### src/rtl/pwm_pkg.sv
// pwm_pkg: shared types and constants for the PWM generator.
//   state_t       FSM state encoding (IDLE, RUN, STOP)
//   DEFAULT_WIDTH default width of the period/high counters and settings
//   MIN_PERIOD    smallest legal period in clk cycles
package pwm_pkg;

   typedef enum logic [1:0] {
      IDLE = 2'd0,
      RUN  = 2'd1,
      STOP = 2'd2
   } state_t;

   localparam int DEFAULT_WIDTH = 32;
   localparam int MIN_PERIOD    = 2;

endpackage

### src/rtl/pwm_gen_cnt.sv
// pwm_gen_cnt: period counter for pwm_gen.
//   clk, reset  clock, asynchronous active-low reset
//   active      high while the generator is outside IDLE; low holds the count at 0
//   period_act  period currently being generated
//   cnt_next    value the counter takes at the next edge
//   wrap        high in the last cycle of a period (cnt == period_act-1)
module pwm_gen_cnt
   import pwm_pkg::*;
#(
   parameter int WIDTH = DEFAULT_WIDTH
) (
   input  logic             clk,
   input  logic             reset,
   input  logic             active,
   input  logic [WIDTH-1:0] period_act,
   output logic [WIDTH-1:0] cnt_next,
   output logic             wrap
);

   logic [WIDTH-1:0] cnt_q, cnt_d;

   // Equality against period-1 rather than a >= test: with period >= 2 the
   // count can never pass the terminal value, so no overflow handling is needed.
   always_comb begin
      wrap  = active && (cnt_q == (period_act - WIDTH'(1)));
      cnt_d = cnt_q + WIDTH'(1);
      if (!active || wrap) begin
         cnt_d = '0;
      end
   end

   assign cnt_next = cnt_d;

   always_ff @(posedge clk or negedge reset) begin
      if (!reset) begin
         cnt_q <= '0;
      end else begin
         cnt_q <= cnt_d;
      end
   end

endmodule

### src/rtl/pwm_gen.sv
// pwm_gen: programmable PWM generator (period and high time in clk cycles).
//   clk, reset        clock, asynchronous active-low reset
//   enable            level; high = generate, low = stop after the current period
//   load              strobe capturing period_in/high_in into the shadow registers
//   period_in/high_in requested period (>= 2) and high time
//   pwm_out           registered PWM output
//   cycle_start       one-cycle pulse on the first cycle of every period
//   busy              high while not IDLE
//   cfg_err           sticky flag for a load with period_in < 2
// Optional build macro PWM_GEN_BURST_EN adds burst_len/burst_done: a rising
// enable runs burst_len periods (0 counts as 1) then returns to IDLE.
//
// state | meaning
// IDLE  | output low, counter held at 0, waiting for enable
// RUN   | generating periods back to back
// STOP  | enable dropped; finishing the current period, then IDLE
module pwm_gen
   import pwm_pkg::*;
#(
   parameter int WIDTH = DEFAULT_WIDTH
) (
   input  logic             clk,
   input  logic             reset,
   input  logic             enable,
   input  logic             load,
   input  logic [WIDTH-1:0] period_in,
   input  logic [WIDTH-1:0] high_in,
`ifdef PWM_GEN_BURST_EN
   input  logic [WIDTH-1:0] burst_len,
   output logic             burst_done,
`endif
   output logic             pwm_out,
   output logic             cycle_start,
   output logic             busy,
   output logic             cfg_err
);

   state_t           state_q, state_d;
   logic [WIDTH-1:0] period_sh_q, period_sh_d, high_sh_q, high_sh_d;
   logic [WIDTH-1:0] period_act_q, period_act_d, high_act_q, high_act_d;
   logic             pwm_q, pwm_d, cycle_start_q, cycle_start_d, cfg_err_q, cfg_err_d;
   logic [WIDTH-1:0] cnt_next;
   logic             active, wrap, load_ok, trigger, last_period, start, reload;

`ifdef PWM_GEN_BURST_EN
   logic [WIDTH-1:0] burst_rem_q, burst_rem_d;
   logic             armed_q, armed_d, burst_done_q, burst_done_d;

   // armed_q makes burst start edge-triggered: it is only set again once
   // enable has been seen low while idle.
   assign trigger     = enable && armed_q;
   assign last_period = (burst_rem_q == WIDTH'(1));
   assign burst_done  = burst_done_q;
`else
   assign trigger     = enable;
   assign last_period = 1'b0;
`endif

   assign active = (state_q != IDLE);

   pwm_gen_cnt #(.WIDTH(WIDTH)) u_cnt (
      .clk        (clk),
      .reset      (reset),
      .active     (active),
      .period_act (period_act_q),
      .cnt_next   (cnt_next),
      .wrap       (wrap)
   );

   always_comb begin
      load_ok     = load && (period_in >= WIDTH'(MIN_PERIOD));
      period_sh_d = load_ok ? period_in : period_sh_q;
      high_sh_d   = load_ok ? high_in : high_sh_q;
      cfg_err_d   = load ? !load_ok : cfg_err_q;

      state_d = state_q;
      start   = 1'b0;
      case (state_q)
         IDLE: begin
            if (trigger) begin
               state_d = RUN;
               start   = 1'b1;
            end
         end
         RUN, STOP: begin
            if (wrap) begin
               if (enable && !last_period) state_d = RUN;
               else                        state_d = IDLE;
            end else if (enable) begin
               state_d = RUN;
            end else begin
               state_d = STOP;
            end
         end
         default: state_d = IDLE;
      endcase

      // The active settings come from the *next* shadow value so that a load
      // on a boundary edge applies to the period starting at that edge.
      reload        = start || (wrap && (state_d != IDLE));
      period_act_d  = reload ? period_sh_d : period_act_q;
      high_act_d    = reload ? high_sh_d : high_act_q;
      pwm_d         = (state_d != IDLE) && (cnt_next < high_act_d);
      cycle_start_d = reload;

`ifdef PWM_GEN_BURST_EN
      armed_d = armed_q;
      if ((state_q == IDLE) && !enable) armed_d = 1'b1;
      else if (start)                   armed_d = 1'b0;
      burst_rem_d = burst_rem_q;
      if (start)     burst_rem_d = (burst_len == '0) ? WIDTH'(1) : burst_len;
      else if (wrap) burst_rem_d = burst_rem_q - WIDTH'(1);
      burst_done_d = wrap && last_period;
`endif
   end

   always_ff @(posedge clk or negedge reset) begin
      if (!reset) begin
         state_q       <= IDLE;
         period_sh_q   <= WIDTH'(MIN_PERIOD);
         high_sh_q     <= '0;
         period_act_q  <= WIDTH'(MIN_PERIOD);
         high_act_q    <= '0;
         pwm_q         <= 1'b0;
         cycle_start_q <= 1'b0;
         cfg_err_q     <= 1'b0;
      end else begin
         state_q       <= state_d;
         period_sh_q   <= period_sh_d;
         high_sh_q     <= high_sh_d;
         period_act_q  <= period_act_d;
         high_act_q    <= high_act_d;
         pwm_q         <= pwm_d;
         cycle_start_q <= cycle_start_d;
         cfg_err_q     <= cfg_err_d;
      end
   end

`ifdef PWM_GEN_BURST_EN
   always_ff @(posedge clk or negedge reset) begin
      if (!reset) begin
         burst_rem_q  <= '0;
         armed_q      <= 1'b1;
         burst_done_q <= 1'b0;
      end else begin
         burst_rem_q  <= burst_rem_d;
         armed_q      <= armed_d;
         burst_done_q <= burst_done_d;
      end
   end
`endif

   assign pwm_out     = pwm_q;
   assign cycle_start = cycle_start_q;
   assign busy        = (state_q != IDLE);
   assign cfg_err     = cfg_err_q;

endmodule

### config.mk
export PLATFORM = sky130hd
export DESIGN_NAME = pwm_gen
export DESIGN_NICKNAME = d
export VERILOG_FILES = /design/src/rtl/pwm_pkg.sv /design/src/rtl/pwm_gen_cnt.sv /design/src/rtl/pwm_gen.sv
export SDC_FILE = /design/constraint.sdc
export NUM_CORES = 1
export LEC_CHECK = 0
export CAP_MARGIN = 20
export CORE_ASPECT_RATIO = 1.1
export CORE_MARGIN = 1.5
export CORE_UTILIZATION = 43
export CTS_CLUSTER_DIAMETER = 150
export DETAILED_ROUTE_END_ITERATION = 6
export GPL_TIMING_DRIVEN = 0
export MAX_ROUTING_LAYER = met4
export PLACE_DENSITY_LB_ADDON = 0.1
export SLEW_MARGIN = 10
export SYNTH_ARGS = -nofsm -noshare
export SYNTH_HDL_FRONTEND = slang
export SYNTH_SLANG_ARGS = --single-unit
### constraint.sdc
create_clock -name clk -period 6.1 [get_ports clk]
set_clock_uncertainty 0.05 [all_clocks]
set_input_delay 0.61 -clock clk [delete_from_list [all_inputs] [get_ports clk]]
set_output_delay 0.61 -clock clk [all_outputs]
set_load 0.01 [all_outputs]
# Word level (Yosys, flattened, before mapping)
# Cells that the tools add are included.
dict set report word_totals {
  regBits 165
  latchBits 0
  out_inout_bits 4
  romBits 0
  ramBits 0
  wordCells 39
  mem_count 0
}
dict set report op_classes {
  order_cmp 2
  n_div 0
  multipliers 0
  n_reduce_logical 12
  add_sub_neg 2
  mux 11
  bitwise_logic 0
  shift 0
  eq_ne 3
}
# cell count
set ops {}
lappend ops {{two-way mux 32 bit} 4}
lappend ops {{adder 32 x 1 -> 32 bit, second input constant} 1}
lappend ops {{== test 32 bit} 1}
lappend ops {{>= comparator 32 x 2 -> 1 bit, second input constant} 1}
lappend ops {{< comparator 32 bit} 1}
lappend ops {{subtractor 32 x 1 -> 32 bit, second input constant} 1}
lappend ops {{two-way mux 2 bit} 3}
lappend ops {{logical AND 1 bit} 4}
lappend ops {{one-hot mux 2 bit (2 select lines)} 1}
lappend ops {{nonzero test 2 bit} 2}
lappend ops {{two-way mux 1 bit} 3}
lappend ops {{== test 2 x 1 -> 1 bit, second input constant} 1}
lappend ops {{== test 2 bit, second input constant} 1}
lappend ops {{zero test 1 bit} 2}
lappend ops {{zero test 2 bit} 1}
lappend ops {{logical OR 1 bit} 2}
lappend ops {{OR reduction 2 bit} 1}

# Logic depth before layout (Yosys ltp)
# Gate-level depths: netlist (run 1).
dict set report logic_depth {
  ltp_word 11
  depth_mapped 23
  ltp_nobuf 21
}

# By module
# A second synthesis (run 1) with hierarchy kept.
dict set report hier_totals {
  hier_cells 751
  area_unflattened_um2 9106.2
}
# mod cells_each instances area_per_inst_um2 seq_area_each_um2
set by_module_without_submodules {}
lappend by_module_without_submodules {pwm_gen 429 1 6324.8 3330.7}
lappend by_module_without_submodules {pwm_gen_cnt 322 1 2781.4 800.8}

# Worst setup path before layout (run 1)
# No wires, ideal clock.
dict set report synth_path {
  path_type {reg2reg}
  start {register period_act_q[17]}
  end {register pwm_q (netlist: pwm_out)}
  t_required_ns 5.963
  path_stages_with_launch 23
  slack_ns 0.989
  setup_ns 0.087
  arrival_time_ns 4.974
  period_less_slack_ns 5.111
  path_cell_list {dfrtp_1 > or4_1 > or2_1 > clkbuf_1 > nor4_2 > xnor2_1 > or4_1 > or4_4 > o31ai_4 > buf_6 > buf_2 > nand2_1 > o21ai_0 > ha_1 > a211oi_1 > o21ai_0 > o311a_1 > o21a_1 > a211oi_1 > o221a_2 > o21a_1 > a41oi_1 > a211oi_2}
}
dict set report synth_between {
  elab_chain_cells 11
  elab_cells_between_ends 13
  classes_between {add/sub: 1; order compare: 1; eq/ne: 1; mux: 4; reduce/logical: 6}
}
# item line
set synth_lines {}
lappend synth_lines {{from (decl)} pwm_gen.sv:40} ;# logic [WIDTH-1:0] period_act_q, period_act_d, high_act_q, high_act_d;
lappend synth_lines {{from (signal assigned)} pwm_gen.sv:122} ;# period_act_q <= WIDTH'(MIN_PERIOD);
lappend synth_lines {{from (signal assigned)} pwm_gen.sv:131} ;# period_act_q <= period_act_d;
lappend synth_lines {{subtractor 32 x 1 -> 32 bit (*)} pwm_gen_cnt.sv:25} ;# wrap = active && (cnt_q == (period_act - WIDTH'(1)));
lappend synth_lines {{== test 32 bit (*)} pwm_gen_cnt.sv:25}
lappend synth_lines {{logical AND 1 bit (*)} pwm_gen_cnt.sv:25}
lappend synth_lines {{two-way mux 2 bit} pwm_gen.sv:86} ;# if (wrap) begin
lappend synth_lines {{one-hot mux 2 bit (2 select lines)} pwm_gen.sv:78} ;# case (state_q)
lappend synth_lines {{nonzero test 2 bit} {pwm_gen.sv:100, pwm_gen.sv:103}}
lappend synth_lines {{logical AND 1 bit} pwm_gen.sv:100} ;# reload = start || (wrap && (state_d != IDLE));
lappend synth_lines {{logical OR 1 bit} pwm_gen.sv:100}
lappend synth_lines {{two-way mux 32 bit} pwm_gen.sv:102} ;# high_act_d = reload ? high_sh_d : high_act_q;
lappend synth_lines {{< comparator 32 bit} pwm_gen.sv:103} ;# pwm_d = (state_d != IDLE) && (cnt_next < high_act_d);
lappend synth_lines {{logical AND 1 bit (*)} pwm_gen.sv:103}
lappend synth_lines {{net pwm_d} pwm_gen.sv:41} ;# logic pwm_q, pwm_d, cycle_start_q, cycle_start_d, cfg_err_q, cfg_err_d;
lappend synth_lines {{to (signal assigned)} pwm_gen.sv:133} ;# pwm_q <= pwm_d;
lappend synth_lines {{to (decl)} pwm_gen.sv:41}
# Mark *: on every way through the listed nets, which the timed path passes. The rest lies on a longest branch.
# A chain may end at the register's enable or synchronous reset.

# Final worst setup path (run 1)
dict set report layout_path {
  start {register period_act_q[8]}
  end {register pwm_q (netlist: pwm_out)}
}
# Same word-level chain as after synthesis.

==> flow_metrics.tcl, run 1 <==
set metrics [dict create \
    fill_cells 1736 \
    drv_slew 0 \
    relSlewSlack 0.5634 \
    groute.usage.overall 0.2136 \
    regArea_mm2 0.004136 \
    finalHoldViolCount 0 \
    die_y_um 151.4 \
    synth_area_per_cell_um2 10.69 \
    synth_ff_type "dfrtp_1" \
    crit_required_ns 6.37 \
    ys_seq_elements 165 \
    synth_cell_type_count 60 \
    async_reset_ff_frac 1.000 \
    finalPower_uw 4183 \
    seq_area_frac_synth 0.4800 \
    fmax_mhz 171.9 \
    peakVddDrop_mv 0.1965 \
    routed_wl_mm 20.42 \
    p_leak_uw 0.004533 \
    nets 1006 \
    hold_class "input pin to async pin" \
    dieWidth_um 137.9 \
    dr.pass1.iters 5 \
    cts_htree_levels 4 \
    arrival_ns 6.09 \
    core_area_mm2 0.01973 \
    pre_cts_ws_ns -0.9705 \
    port_buffers 71 \
    start_kind "flop" \
    gp_congestion 0.9664 \
    rr_worst_depth 22 \
    max-cap-violations 0 \
    antenna_cells 0 \
    cts_sinks 165 \
    setup_violations 0 \
    yosysWarnings 0 \
    fin_ws_ns 0.2828 \
    period_share 0.9536 \
    grt_pass1_vias 6377 \
    viasPerCell 5.363 \
    layout-drive-gt1-share 0.1530 \
    syn_inst 805 \
    drtIter0Drc 328 \
    grt_pass1_wl_mm 32.84 \
    clock_path_buffers 2 \
    wire_per_inst_um 17.49 \
    path_max_fanout 10 \
    end_kind "flop" \
    grt_max_degree 108 \
    boundaryPins 72 \
    start_util 0.4363 \
    antenna_left 0 \
    hold_buffers 0 \
    post-route-drc-count 0 \
    dieArea_mm2 0.02088 \
    area_delta_synth_final_pct 21.79 \
    multi_input_area_mm2 0.004255 \
    cts_tree "done" \
    clockRootBuffer "clkbuf_16" \
    antenna_found_initial 0 \
    clk_pin_slew_ns 0.06 \
    finalCriticalPeriod_ns 5.817 \
    overflow 0 \
    powerDensity_mw_per_mm2 399.0 \
    synth_edf_count 0 \
    syn_nets 908 \
    clkLatencyLatePin_ns 0.43 \
    vias 6259 \
    dpl.hpwl_mm 15.19 \
    worst_slew_pin_slew_ns 0.6489 \
    worstSetupPathType "flop to flop" \
    outcome "completed" \
    numCtsBuffers 17 \
    rows 54 \
    syn-cell-area_mm2 0.008607 \
]
## layout by cell type, fill, tap and decap left out, types with 4 or more instances in the layout
cell type	instances
nor3b_1	6
nand4_1	21
buf_4	13
xnor2_1	41
o21a_1	34
nand2b_1	4
o2111ai_1	4
mux2i_1	35
nor4_1	14
nor2_1	58
nor3_1	11
or4_1	6
o21ai_0	44
nor4_4	4
dfrtp_1	159
ha_1	34
clkbuf_1	10
a21o_1	4
clkbuf_16	17
buf_6	4
nor2b_1	5
dfrtp_2	4
a21oi_1	8
inv_6	4
nand3_1	16
nand2_1	61
inv_1	44
mux2_1	12
clkbuf_2	4
and3_1	6
buf_2	7
or3_1	5
clkdlybuf4s50_1	70
mux2_2	49
xor2_1	34
## area by class of cell
| class | count | area share |
|---|---|---|
| clock inverters | 13 | 0.01623 |
| clock buffers | 18 | 0.04190 |
| inverters | 44 | 0.01576 |
| well taps | 252 | 0.03008 |
| plain buffers | 32 | 0.01743 |
| flip-flops and latches | 165 | 0.3946 |
| repair buffers | 82 | 0.07806 |
| multi-input cells | 561 | 0.4059 |
## flip-flops by register name, indices dropped and copies added, names as in the netlist
register      cells
state_q           2
cycle_start       1
period_act_q     32
period_sh_q      32
u_cnt.cnt_q      32
pwm_out           1
high_act_q       32
high_sh_q        32
cfg_err           1
## synth_stat cells, types with 2 or more instances
| library cell | instances | area (um2) |
|---|---|---|
| mux2_2 | 49 | 551.8 |
| nand4b_1 | 2 | 17.52 |
| mux2i_1 | 35 | 350.3 |
| nand3_1 | 16 | 80.08 |
| nor3b_1 | 7 | 52.55 |
| o21a_1 | 34 | 255.2 |
| dfrtp_1 | 163 | 4079 |
| buf_6 | 2 | 22.52 |
| a211oi_1 | 4 | 30.03 |
| xnor2_1 | 41 | 359.1 |
| and3_1 | 6 | 37.54 |
| nor4b_1 | 2 | 17.52 |
| nand3b_1 | 3 | 22.52 |
| buf_2 | 10 | 50.05 |
| a31oi_1 | 3 | 18.77 |
| o21ai_0 | 46 | 230.2 |
| inv_1 | 44 | 165.2 |
| nor4_1 | 18 | 112.6 |
| nand4_1 | 21 | 131.4 |
| buf_1 | 4 | 15.01 |
| buf_4 | 3 | 22.52 |
| nand2_1 | 61 | 229.0 |
| nor3_1 | 11 | 55.05 |
| or4_1 | 6 | 45.04 |
| nor2b_1 | 5 | 31.28 |
| a21o_1 | 4 | 30.03 |
| o31ai_1 | 3 | 22.52 |
| mux2_1 | 12 | 135.1 |
| and4_1 | 2 | 17.52 |
| nor2_1 | 58 | 217.7 |
| a21oi_1 | 8 | 40.04 |
| or3_1 | 5 | 31.28 |
| ha_1 | 35 | 437.9 |
| nand2b_1 | 4 | 25.02 |
| o2111ai_1 | 4 | 35.03 |
| xor2_1 | 34 | 297.8 |
| clkbuf_1 | 16 | 60.06 |
| dfstp_2 | 2 | 52.55 |
## worst max-delay path, stage by stage (launching register included)
cell      delay (ns)
dfrtp_1         0.48
nor4_2          0.57
nand4_4         0.22
nor4_4          0.31
xnor2_1         0.11
or4_1           0.53
or4_4           0.48
o31ai_4         0.22
buf_4           0.18
buf_6           0.14
buf_4           0.16
nand2_1         0.11
o21ai_2         0.08
ha_1            0.27
a211oi_2        0.21
o21ai_0         0.12
o311a_1         0.30
o21a_1          0.19
a211oi_2        0.23
o221a_2         0.29
o21a_1          0.16
a41oi_2         0.05
a211oi_2        0.24
## stage by stage
step	utilization	hold slack, ns	TNS [ns]	cell area (um2)	instances
2_1_floorplan	-	0.2644	0	8607	805
3_3_place_gp	0.4883	0.4048	-343.23	9633	1128
3_5_place_dp	0.4899	0.4088	-0.9705	9666	1129
4_1_cts	0.5270	0.05730	0	10400	1163
5_1_grt	0.5313	0.07488	-0.005596	10480	1167
6_report	0.5313	0.04702	0	10480	1167
## repair_timing
action                     in CTS  in global routing
setup buffers                   4                  5
resized for setup              22                 16
setup endpoints to repair       1                  1
pin swaps                       4                  5
cloned                          0                  1
## cell families (layout without fill, tap and decap cells)
family,count (synthesis),after routing,share of synthesized area
adders and majority gates,35,35,0.05088
buffers and inverters,79,189,0.03896
muxes,96,96,0.1205
DFF,165,165,0.4800
and+or+nand+nor,235,235,0.1406
xor gates and xnor gates,75,75,0.07632
AOI/OAI and AO/OA,120,120,0.09275
## metal layers
metal  up-vias  routed length, um  track usage
met3        37                647      0.03213
li1       3029                  -            -
met2       133              10140       0.3587
met4         0                447      0.07969
met5         -                  0            -
met1      3060               9178       0.2602
## power breakdown
part / total [uW] / switching [uW] / internal, uW
clock network: 1120 / 458 / 658
registers: 1640 / 261 / 1380
logic: 1430 / 767 / 662
## worst paths after layout
check / from / end / slack (ns)
min in group clk: period_sh_q[13]$_DFF_PN0_ / period_sh_q[13]$_DFF_PN0_ / 0.43
worst max-delay path: period_act_q[8]$_DFFE_PN0N_ / pwm_out$_DFF_PN0_ / 0.28
worst min register to register: period_sh_q[13]$_DFF_PN0_ / period_sh_q[13]$_DFF_PN0_ / 0.43
max in group asynchronous: reset / high_act_q[5]$_DFF_PN0_ / 5.05
worst max register to register: period_act_q[8]$_DFFE_PN0N_ / pwm_out$_DFF_PN0_ / 0.28
worst min-delay path: reset / period_sh_q[2]$_DFF_PN0_ / 0.05
(Power assumes the default switching activity.)
==> run 2: changes to the inputs <==
CORE_UTILIZATION = 25   (was 43)
==> run 2 against run 1 <==
Net effect: sequential share of layout area fell by 1.2 points; non-clock buffer count increased by 6; via count fell by 2.6%; critical path depth is the same; power rose by 1.4%; critical endpoint unchanged; largest power group unchanged; highest routed layer unchanged.
==> flow_metrics.tcl, run 2 (same netlist as run 1, synthesis figures left out) <==
set metrics [dict create \
    outcome "completed" \
    relSlewSlack 0.5310 \
    dieWidth_um 179.9 \
    die_y_um 197.6 \
    clk_pin_slew_ns 0.07 \
    period_share 0.9432 \
    wire_per_inst_um 16.80 \
    drv_slew 0 \
    layout_commonest_cell "dfrtp_1" \
    clockRootBuffer "clkbuf_16" \
    worst_slew_pin_slew_ns 0.6982 \
    finalHoldViolCount 0 \
    finalCriticalPeriod_ns 5.753 \
    antenna_left 0 \
    fmax_mhz 173.8 \
    dr.pass1.iters 4 \
    area_delta_synth_final_pct 25.67 \
    gp_congestion 0.7522 \
    cts_tree "done" \
    antenna_found_initial 0 \
    crit_required_ns 6.35 \
    cts_sinks 165 \
    fin_util 0.3179 \
    start_kind "flop" \
    p_leak_uw 0.004565 \
    antenna_cells 0 \
    final.setup.tns_ns 0 \
    routed_wl_mm 22.84 \
    rows 71 \
    hold_class "input pin to async pin" \
    dieArea_mm2 0.03555 \
    end_kind "flop" \
    arrival_ns 6.00 \
    grt_max_degree 103 \
    clkLatencyLatePin_ns 0.43 \
    dpl.hpwl_mm 17.43 \
    post-route-drc-count 0 \
    cts_htree_levels 4 \
    setup_violations 0 \
    max-cap-violations 0 \
    path_max_fanout 10 \
    boundaryPins 72 \
    start_util 0.2530 \
    groute.usage.overall 0.1381 \
    whs_ns 0.05216 \
    layout-drive-gt1-share 0.1616 \
    drtIter0Drc 277 \
    placedCellCount 1316 \
    grt_pass1_wl_mm 36.63 \
    viasPerCell 4.485 \
    overflow 0 \
    clock_path_buffers 2 \
    layout_common_cells "dfrtp_1, clkdlybuf4s50_1, nand2_1" \
    core_area_mm2 0.03402 \
    vias 6099 \
    peakVddDrop_mv 0.1846 \
    port_buffers 71 \
    worstSetupPathType "flop to flop" \
    nets 1012 \
    finalPower_uw 4241 \
    numCtsBuffers 17 \
    grt_pass1_vias 6347 \
    powerDensity_mw_per_mm2 392.0 \
    instances_no_fill 1360 \
]
==> run 2: worst paths after layout <==
| kind | depth (start not counted) | startpoint | to | slack (ns) |
|---|---|---|---|---|
| setup / recovery | 22 | period_act_q[17]$_DFFE_PN0N_ | pwm_out$_DFF_PN0_ | 0.35 |
| setup reg to reg | 22 | period_act_q[17]$_DFFE_PN0N_ | pwm_out$_DFF_PN0_ | 0.35 |
| max in group asynchronous | 2 | reset | high_sh_q[22]$_DFF_PN0_ | 5.07 |
| hold reg to reg | 2 | period_sh_q[13]$_DFF_PN0_ | period_sh_q[13]$_DFF_PN0_ | 0.43 |
| hold / removal | 1 | reset | period_act_q[2]$_DFFE_PN0N_ | 0.05 |
| min in group clk | 2 | period_sh_q[13]$_DFF_PN0_ | period_sh_q[13]$_DFF_PN0_ | 0.43 |
==> run 2: cell type report <==
class | instances | area, um2
repair buffers | 87 | 867.1
fillers | 3511 | 23210
flip-flops and latches | 165 | 4134
plain buffers | 33 | 198.9
inverters | 44 | 165.2
clock inverters | 13 | 170.2
clock buffers | 19 | 442.9
well taps | 438 | 548.0
multi-input cells | 561 | 4290
==> run 2: repair_timing <==
item / CTS / global route
resized for setup: 26 / 26
hold buffers: 0 / 0
buffers inserted: 5 / 9
cloned: 0 / 0
endpoints found under the setup margin: 1 / 1
pin swaps: 4 / 9
==> run 2: layer usage <==
layer  track usage  routed length, um  vias to the layer above  part of all wire
met5             -                  0                        -                 0
met4       0.04537                439                        0             0.019
met3       0.02581                519                       20             0.023
met2        0.2175              10590                       71              0.46
met1        0.1786              11290                     2968              0.49
li1              -                  -                     3040                 -
==> run 2: worst max-delay path, cell delays in order, from the launching register on <==
cell	delay, ns
dfrtp_2	0.46
or4_1	0.60
or2_4	0.30
nor4_2	0.17
xnor2_1	0.10
or4_1	0.53
or4_4	0.58
o31ai_4	0.35
buf_6	0.20
buf_4	0.13
buf_4	0.18
nand2_1	0.09
o21ai_1	0.21
ha_1	0.21
nand2_1	0.05
nor2_1	0.15
nand2_1	0.16
nor4_4	0.37
a221oi_2	0.10
o221a_2	0.18
o21a_1	0.14
a41oi_2	0.23
a211oi_2	0.07
==> run 2: power by group <==
group	internal, uW	switching [uW]	total (uW)
clock network	661	490	1150
registers	1370	275	1650
logic	675	766	1440
total	2710	1530	4240
==> run 2: per-stage QoR <==
step	cell area [um2]	setup slack (ns)
3_3_place_gp	9866	-3.195
3_5_place_dp	9913	-1.098
6_report	10820	0.3467
4_1_cts	10660	0.002427
2_1_floorplan	8607	0.9894
5_1_grt	10820	-0.01963
==> variant (config.mk and constraints of run 1) <==
The output `cycle_start` loses its register stage (`cycle_start_q` becomes a continuous assignment).
--- a/src/rtl/pwm_gen.sv
+++ b/src/rtl/pwm_gen.sv
@@ -122,7 +122,6 @@
          period_act_q  <= WIDTH'(MIN_PERIOD);
          high_act_q    <= '0;
          pwm_q         <= 1'b0;
-         cycle_start_q <= 1'b0;
          cfg_err_q     <= 1'b0;
       end else begin
          state_q       <= state_d;
@@ -131,10 +130,11 @@
          period_act_q  <= period_act_d;
          high_act_q    <= high_act_d;
          pwm_q         <= pwm_d;
-         cycle_start_q <= cycle_start_d;
          cfg_err_q     <= cfg_err_d;
       end
    end
+
+   assign cycle_start_q = cycle_start_d;
 
 `ifdef PWM_GEN_BURST_EN
    always_ff @(posedge clk or negedge reset) begin
Formal check against the unedited RTL: not equivalent (Yosys sat finds a counterexample within 4 cycles, from zero or initial values and one cycle with reset low).
==> variant against run 1 <==
  * Wire length shrank 1.4%
  * Final area is essentially flat
  * Sequential share of layout area shrank 0.27 points
  * First-iteration DRC count shrank 20%
  * Worst setup slack lost 0.047 ns
  * Global-route usage grew 0.18 points
  * Total power shrank 1.0%
  * Critical path type unchanged
  * Synthesized area shrank 0.29%
  * Largest cell class unchanged
  * Critical endpoint unchanged
  * Sequential cell count shrank 1
==> variant: results (changes against run 1) <==
| Metric | Value |
|---|---|
| Status | `finished clean` |
| Dpl cells | `1,128 (-0.089%)` |
| Leak | `4.535 nW (about the same)` |
| Wl on met1 | `8927 um (-2.7%)` |
| Worst-case reg-to-reg path depth | `23 (+4.5%)` |
| CTS root buf | `clkbuf_16` |
| Critical path's top delay family | `compound AO/OA/AOI/OAI gates` |
| Post-synthesis mux area share | `12.09% (+0.035 points)` |
| Xor-xnor portion of the synthesized cell area | `7.654% (+0.022 points)` |
| CP max stage delay | `0.59 ns (+0.02 ns)` |
| Critical R2R Capture | `pwm_out$_DFF_PN0_` |
| Seq/Total Area, Yosys | `47.85% (-0.15 points)` |
| Pre-CTS WS | `-0.9338 ns (+0.03670 ns)` |
| Port bufs | `71 (unchanged)` |
| Worst r2r src | `period_act_q[12]$_DFFE_PN0N_` |
| Syn Area/Cell | `10.67 um^2 (-0.17%)` |
| Reg-to-reg slack, setup | `0.24 ns (-0.05 ns)` |
| Share of cells above drive strength 1 | `15.92% (+0.62 points)` |
| Fill count | `1,724 (-0.69%)` |
| Synthesized Nets | `907 (-0.11%)` |
| First-pass GRT wire length | `33,040 um (+0.63%)` |
| Peak VDD IR | `0.2216 mV (+13%)` |
| Tot GR Track Use | `21.54% (+0.18 points)` |
| Post-Synth Adder-Cell Area | `5.103% (+0.015 points)` |
| Placed Area | `9641 um^2 (-0.26%)` |
| Final RePlAce weighted congestion | `0.9718 (+0.56%)` |
| Worst hold path type | `in -> async` |
| Vias in the first global route | `6,369 (-0.13%)` |
| Tmin final | `5.864 ns (+0.04699 ns)` |
| CP max FO | `10 (unchanged)` |
| CP Data Arrival Time | `6.13 ns (+0.04 ns)` |
| Avg Vias per Cell | `5.312 (-0.95%)` |
| Wire length per cell | `17.22 um (-1.5%)` |
| Fin cells | `1,169 (+0.17%)` |
| Complex-gate fraction of the synthesized area | `9.302% (+0.027 points)` |
| H-tree Lvls | `4 (unchanged)` |
| First-iteration detailed-routing DRC count | `264 (-20%)` |
| Synth top cells by count | `162 x dfrtp_1, 61 x nand2_1, 58 x nor2_1` |
| CP max stage cell | `or4_4` |
| Final HPWL DP | `15,070 um (-0.76%)` |
| Largest net degree at the start of global routing | `109 (+0.93%)` |
| Dominant cells by area after synthesis | `dfrtp_1 47%, mux2_2 6.4%, ha_1 5.1%` |
| DRT Pass-1 Iters | `4 (-1)` |
| Distinct cells, synth | `60 (unchanged)` |
| Total length of routed met2 wires | `10,090 um (-0.52%)` |
| Worst-Margin Slew | `0.6002 ns (-0.04870 ns)` |
| Met3 wire len | `686 um (+6.0%)` |
| Clock latency on the worst-skew pair | `0.43 ns (about the same)` |
| Final net count | `1,007 (+0.099%)` |
| Antenna diodes | `0 (unchanged)` |
variant: cell count changes in the layout (fill, tap and decap cells not counted), sizes merged:
cell and delta:
clkinv +1, dfrtp -1, buf +3, inv -3
clkbuf +3, bufinv -1
variant: power by group:
| part | total (W) | switching [W] | internal, W |
|---|---|---|---|
| Clock | 0.00110 | 0.000447 | 0.000649 |
| Sequential | 0.00163 | 0.000265 | 0.00137 |
| Combinational | 0.00141 | 0.000751 | 0.000660 |
| Total | 0.00414 | 0.00146 | 0.00268 |
variant: layout make-up:
cell class / count / area (um^2) / share of cell area [%]
Multi-Input combinational cell: 561 / 4280 / 40.81
Clock inverter: 10 / 122.6 / 1.169
Sequential cell: 164 / 4110 / 39.19
Inverter: 44 / 165.2 / 1.575
Buffer: 33 / 187.7 / 1.789
Timing Repair Buffer: 83 / 823.3 / 7.849
Clock buffer: 22 / 484.2 / 4.616
Tap cell: 252 / 315.3 / 3.006
variant: metal layers:
| metal | vias to the layer above | track usage, % |
|---|---|---|
| met5 | - | - |
| met1 | 3044 | 26.65 |
| li1 | 3027 | - |
| met4 | 0 | 7.760 |
| met2 | 114 | 36.03 |
| met3 | 25 | 3.112 |
variant: logic make-up after synthesis:
kind of cell	Yosys count
AO/OA/AOI/OAI	120
XOR/XNOR	75
adder cells (fa/ha/maj)	35
buffers and inverters	79
flip-flops	164
multiplexers	96
AND/OR/NAND/NOR	235
variant: what timing repair did:
action                                  CTS  global route
hold endpoints to repair                  0             0
pin swaps                                 6             6
gates resized for setup                  28            15
buffers inserted                          6             4
cloned                                    1             0
endpoints found under the setup margin    1             1
hold buffers                              0             0
variant: how the worst max path moves through the flow:
stage / from / slack (ns) / cells after the start / endpoint
after floorplan: period_act_q[17]$_DFFE_PN0N_ / 0.99 / 22 / pwm_out$_DFF_PN0_
after global placement: reset / -2.09 / 1 / high_sh_q[18]$_DFF_PN0_
after detailed placement: period_in[29] / -0.93 / 19 / pwm_out$_DFF_PN0_
after CTS: period_act_q[17]$_DFFE_PN0N_ / 0.03 / 22 / pwm_out$_DFF_PN0_
after global routing: period_act_q[0]$_DFFE_PN0N_ / -0.02 / 23 / pwm_out$_DFF_PN0_
final: period_act_q[12]$_DFFE_PN0N_ / 0.24 / 23 / pwm_out$_DFF_PN0_
variant: metrics by stage:
| stage | TNS, ns | power [W] | hold slack [ns] |
|---|---|---|---|
| after CTS | 0 | 0.004146 | 0.05092 |
| final | 0 | 0.004139 | 0.04311 |
| after global placement | -336.66 | 0.002909 | 0.4054 |
| after floorplan | 0 | 0.002524 | 0.2644 |
| after detailed placement | -0.9338 | 0.002962 | 0.4169 |
| after global routing | -0.02470 | 0.004424 | 0.07401 |
